[src/rtl/ab_arb_pkg.sv]
// Shared types and constants for the two-requester arbiter.
// Also holds the round-robin tie-break rule.
package ab_arb_pkg;

  typedef enum logic [1:0] {
    IDLE  = 2'b00,
    GNT_A = 2'b01,
    GNT_B = 2'b10,
    GAP   = 2'b11
  } arb_state_t;

  localparam logic OWNER_A = 1'b0;
  localparam logic OWNER_B = 1'b1;

  // A wins when it is the only requester, or on a tie when B was served last.
  function automatic logic a_wins(input logic req_a, input logic req_b, input logic owner);
    return req_a && (!req_b || owner == OWNER_B);
  endfunction

endpackage

[src/rtl/ab_hold_timer.sv]
// Loadable 8-bit up/down counter used for both the tenure length and the idle gap.
// Counting up saturates at limit; counting down stops at zero; load has priority.
module ab_hold_timer (
  input  logic       clk,
  input  logic       reset,
  input  logic       load,
  input  logic [7:0] load_val,
  input  logic       up,
  input  logic       down,
  input  logic [7:0] limit,
  output logic [7:0] count
);

  always_ff @(posedge clk or negedge reset) begin
    if (!reset) begin
      count <= 8'd0;
    end else if (load) begin
      count <= load_val;
    end else if (up && count < limit) begin
      count <= count + 8'd1;
    end else if (down && count != 8'd0) begin
      count <= count - 8'd1;
    end
  end

endmodule

[src/rtl/ab_arbiter.sv]
// Round-robin arbiter for two requesters with a capped tenure and an idle gap between grants.
// All outputs come from registers; grants rise one cycle after a request is seen in IDLE.
module ab_arbiter #(
  parameter int unsigned MAX_HOLD = 8,
  parameter int unsigned GAP      = 1
) (
  input  logic       clk,
  input  logic       reset,
  input  logic       req_a,
  input  logic       req_b,
  input  logic       done_a,
  input  logic       done_b,
  output logic       gnt_a,
  output logic       gnt_b,
  output logic       busy,
  output logic       owner,
  output logic       timeout,
  output logic [7:0] hold_cnt
);
  import ab_arb_pkg::*;

  localparam logic [7:0] HOLD_LIM = 8'(MAX_HOLD);
  localparam logic [7:0] GAP_LOAD = 8'(GAP - 1);

  arb_state_t state, state_nxt;
  logic       gnt_a_nxt, gnt_b_nxt, owner_nxt, timeout_nxt;
  logic       load, up, down;
  logic [7:0] load_val, cnt;
  logic       cur_req, cur_done;

  assign cur_req  = (state == GNT_A) ? req_a  : req_b;
  assign cur_done = (state == GNT_A) ? done_a : done_b;

  ab_hold_timer u_timer (
    .clk      (clk),
    .reset    (reset),
    .load     (load),
    .load_val (load_val),
    .up       (up),
    .down     (down),
    .limit    (HOLD_LIM),
    .count    (cnt)
  );

  always_comb begin
    state_nxt   = state;
    gnt_a_nxt   = 1'b0;
    gnt_b_nxt   = 1'b0;
    owner_nxt   = owner;
    timeout_nxt = 1'b0;
    load        = 1'b0;
    load_val    = 8'd0;
    up          = 1'b0;
    down        = 1'b0;
    case (state)
      IDLE: begin
        if (req_a || req_b) begin
          load     = 1'b1;
          load_val = 8'd1;
          if (a_wins(req_a, req_b, owner)) begin
            state_nxt = GNT_A;
            gnt_a_nxt = 1'b1;
            owner_nxt = OWNER_A;
          end else begin
            state_nxt = GNT_B;
            gnt_b_nxt = 1'b1;
            owner_nxt = OWNER_B;
          end
        end
      end
      GNT_A, GNT_B: begin
        if (cur_done || !cur_req || cnt == HOLD_LIM) begin
          // Only a limit-forced release (still requesting, not done) is a timeout.
          state_nxt   = ab_arb_pkg::GAP;
          load        = 1'b1;
          load_val    = GAP_LOAD;
          timeout_nxt = cur_req && !cur_done;
        end else begin
          up        = 1'b1;
          gnt_a_nxt = (state == GNT_A);
          gnt_b_nxt = (state == GNT_B);
        end
      end
      default: begin
        if (cnt == 8'd0) state_nxt = IDLE;
        else             down      = 1'b1;
      end
    endcase
  end

  always_ff @(posedge clk or negedge reset) begin
    if (!reset) begin
      state   <= IDLE;
      gnt_a   <= 1'b0;
      gnt_b   <= 1'b0;
      owner   <= OWNER_B;
      timeout <= 1'b0;
    end else begin
      state   <= state_nxt;
      gnt_a   <= gnt_a_nxt;
      gnt_b   <= gnt_b_nxt;
      owner   <= owner_nxt;
      timeout <= timeout_nxt;
    end
  end

  // The shared counter holds the gap count outside a tenure, so mask it there.
  assign busy     = gnt_a | gnt_b;
  assign hold_cnt = busy ? cnt : 8'd0;

endmodule
[config.mk]
export PLATFORM = sky130hd
export DESIGN_NAME = ab_arbiter
export DESIGN_NICKNAME = d
export VERILOG_FILES = /design/src/rtl/ab_arb_pkg.sv /design/src/rtl/ab_hold_timer.sv /design/src/rtl/ab_arbiter.sv
export SDC_FILE = /design/constraint.sdc
export NUM_CORES = 1
export LEC_CHECK = 0
export CAP_MARGIN = 0
export CORE_MARGIN = 4
export CORE_UTILIZATION = 34
export DETAILED_ROUTE_END_ITERATION = 12
export GPL_ROUTABILITY_DRIVEN = 0
export PLACE_DENSITY = 0.59
export SLEW_MARGIN = 20
export SYNTH_ARGS = -nofsm -noshare
export SYNTH_HDL_FRONTEND = slang
export SYNTH_SLANG_ARGS = --single-unit
[constraint.sdc]
create_clock -name clk -period 2.9 [get_ports clk]
set_clock_uncertainty 0.05 [all_clocks]
set_input_delay 0.58 -clock clk [delete_from_list [all_inputs] [get_ports clk]]
set_output_delay 0.58 -clock clk [all_outputs]
set_load 0.03 [all_outputs]
==> run metrics <==
biggest area consumer among synthesized cells=sky130_fd_sc_hd__dfrtp_1; buffers and inverters on the worst path=1; CP startpoint kind=input pin; cts hold-fix bufs=0; clock buffers created by TritonCTS=3; count of placed standard cells including taps=207; portion of synthesized cell area occupied by the leading cell type=0.284; Fin. Hold Viols=0; DRT iter0 DRCs=30; CTS tree=yes; FFs w/ async S/R, synth=1.00; worst relative slew slack=0.559; clock sink count=14; f_max=between 300 and 400 MHz; GRT Total Usage=0.150; data required time at the worst endpoint=roughly 3.0 ns; clock edge transition at the registers on the reported setup and hold paths=0.09 ns; Row Count=20; sequence of cells on the critical path=clkdlybuf4s50_1 -> nand4b_1 -> and2_4 -> or3_4 -> ha_4 -> nor2b_4 -> o31a_1 -> and3b_1 -> o41ai_2 -> a21oi_1; setup violation total in the final timing report=1; count of non-filler cells in the finished layout=between 200 and 250; Mean Syn Cell Area=8.94 um^2; initial antenna violation count=0; result of the run=finished with violations; worst-case clock buffer depth=2; post-route antenna net violation count=0; share of cells above drive strength 1=0.298; number of synthesized flops with an enable pin=0; fill cell total of the finished layout=297; Initial Util=0.366; Top Family by Delay on Critical Path=simple AND/OR/NAND/NOR gates; distinct cell type count after synthesis=45; top cells by area, synth=sky130_fd_sc_hd__dfrtp_1, sky130_fd_sc_hd__ha_1, sky130_fd_sc_hd__nor2b_1; worst-margin pin slew=about 0.66 ns; Final Cell Area=1670 um^2; Congestion Overflow GR=0; worst-case register-to-register setup slack=0 ns; placed inst area=1540 um^2; most numerous cell in the Yosys netlist=sky130_fd_sc_hd__nor2_1; time the worst path needs with I/O delays and setup=2.92 ns; clock latency reported for the late side of the worst-skew pair=0.28 ns; worst voltage drop across the vdd grid=0.534 mV; Net count, final=186; P per Cell Area=1210 nW/um^2; storage element area=352 um^2; synthesized instance count=128; count of pins over their slew limit=0; sort of element at the end of the critical path=register; Synth-to-Final Area Change=45.7%; post-DP HPWL=around 2200 um; buffer type at the clock tree root=sky130_fd_sc_hd__clkbuf_4; final routed wire length divided by cell count=13.8 um; static power due to leakage=0.700 nW; first-pass GRT wire length=5090 um; area used by multi-input combinational logic=877 um^2; worst-path cell with the longest stage delay=sky130_fd_sc_hd__or3_4; post-route fraction of the period consumed by the critical path=1.01; wire length after detailed routing=~3000 um; die span in x=approximately 66 um; area of the die=4360 um^2; violations in the final reports=setup timing; vias in the first global route=1123; Vert. Die Dim=roughly 66 um; most numerous cell types in the synthesized netlist=sky130_fd_sc_hd__nor2_1, sky130_fd_sc_hd__dfrtp_1, sky130_fd_sc_hd__a21oi_1, sky130_fd_sc_hd__nand2_1; Worst Hold Slack=0.491 ns; Max Cap Viol=0; number of inserted diodes=0; biggest cell delay along the critical path=0.45 ns; Worst Hold Class=reg2reg; number of synthesis warnings=0; syn nets=between 100 and 150; sequential fraction of the synthesis area=0.307; final worst setup slack=-0.0155 ns; Via density=5.08; flops & latches, synth=14; number of search-and-repair iterations in the first detailed-routing pass=4; pin count of the biggest net entering global routing=15; total number of vias=1078; DRC violation count after routing=0; number of H-tree levels=1; synthesized area=approximately 1100 um^2; leading register cell type out of synthesis=sky130_fd_sc_hd__dfrtp_1; Core Area=3130 um^2; Worst Path Arrival=3.01 ns; RSZ-0062 raised after global routing=yes; Port Buffers=18; number of placed I/O pins=19; Critical Path Fanout Max=6; critical path start-end classification=in2reg
## stage by stage
stage | setup TNS [ns] | setup WS, ns | power [mW] | util
after floorplan | 0 | 0.0655 | 1.30 | -
after global placement | -0.909 | -0.311 | 1.73 | 0.491
after detailed placement | -1.03 | -0.347 | 1.74 | 0.491
after CTS | 0 | 0.00912 | 1.87 | 0.500
after global routing | -0.211 | -0.0950 | 2.20 | 0.533
final | -0.0155 | -0.0155 | 2.02 | 0.533
## path summary, 6_finish.rpt
kind | start | to | cells after the start
setup reg to reg | state[0] | u_timer.count[6] | 11
setup / recovery | done_a | u_timer.count[6] | 10
hold / removal | owner | owner | 2
max in group asynchronous | reset | u_timer.count[0] | 1
hold reg to reg | owner | owner | 2
min in group asynchronous | reset | state[1] | 1
## sequential cells by signal (all words and copies together) (netlist names)
register       flops
gnt_b              1
owner              1
timeout            1
gnt_a              1
u_timer.count      8
state              2
## timing repair
action / CTS / global route
hold endpoints to repair: 0 / 0
buffers inserted: 0 / 1
gates resized for setup: 1 / 19
pin swaps: 1 / 11
endpoints found under the setup margin: 2 / 3
## cells in the final DEF, fill, tap and decap left out, drive strengths merged, types with 2 or more instances in the layout
cell / Yosys / routed
a31oi: 2 / 2
nor2: 14 / 14
nor2b: 10 / 10
inv: 6 / 6
a21o: 2 / 2
mux2i: 3 / 3
buf: 0 / 19
xnor2: 2 / 2
clkdlybuf4s50: 0 / 18
nand2: 11 / 11
o21ai: 7 / 7
nand2b: 3 / 3
nand3: 2 / 2
a32oi: 2 / 2
ha: 10 / 10
dfrtp: 13 / 13
clkbuf: 1 / 4
nand4b: 2 / 2
a21oi: 13 / 13
## routing by layer
metal / up-vias / track usage / wire, um
li1: 542 / - / -
met5: - / 0 / 0
met1: 521 / 0.175 / 1260
met4: 0 / 0.0584 / 5
met2: 13 / 0.278 / 1610
met3: 2 / 0.0153 / 51
## cell type report
cell class	count	area share
multi-input combinational	106	0.526
timing repair buffer	37	0.196
sequential	14	0.211
tap	44	0.0330
inverter	7	0.0188
clock buffer	4	0.0158
## tightest hold or removal path, stage by stage (launching register included)
cell	delay (ns)
sky130_fd_sc_hd__dfstp_2	0.39
sky130_fd_sc_hd__a21oi_1	0.11
sky130_fd_sc_hd__a31oi_1	0.05
## cells by family (layout without fill, tap and decap cells)
family	after synthesis	count (layout)	synth area share
AND/OR/NAND/NOR	54	54	0.273
buffers and inverters	8	48	0.0317
multiplexers	4	4	0.0361
AO/OA/AOI/OAI	34	34	0.202
adder cells (fa/ha/maj)	11	11	0.127
flip-flops	14	14	0.307
XOR/XNOR	3	3	0.0230
## report_power, final
| part | leakage, nW | internal, mW | switching, mW |
|---|---|---|---|
| logic | 0.504 | 0.758 | 0.813 |
| clock network | 0.0150 | 0.0533 | 0.0641 |
| registers | 0.181 | 0.272 | 0.0636 |
| total | 0.700 | 1.08 | 0.941 |
No activity file was read; power rests on OpenSTA's default activity.
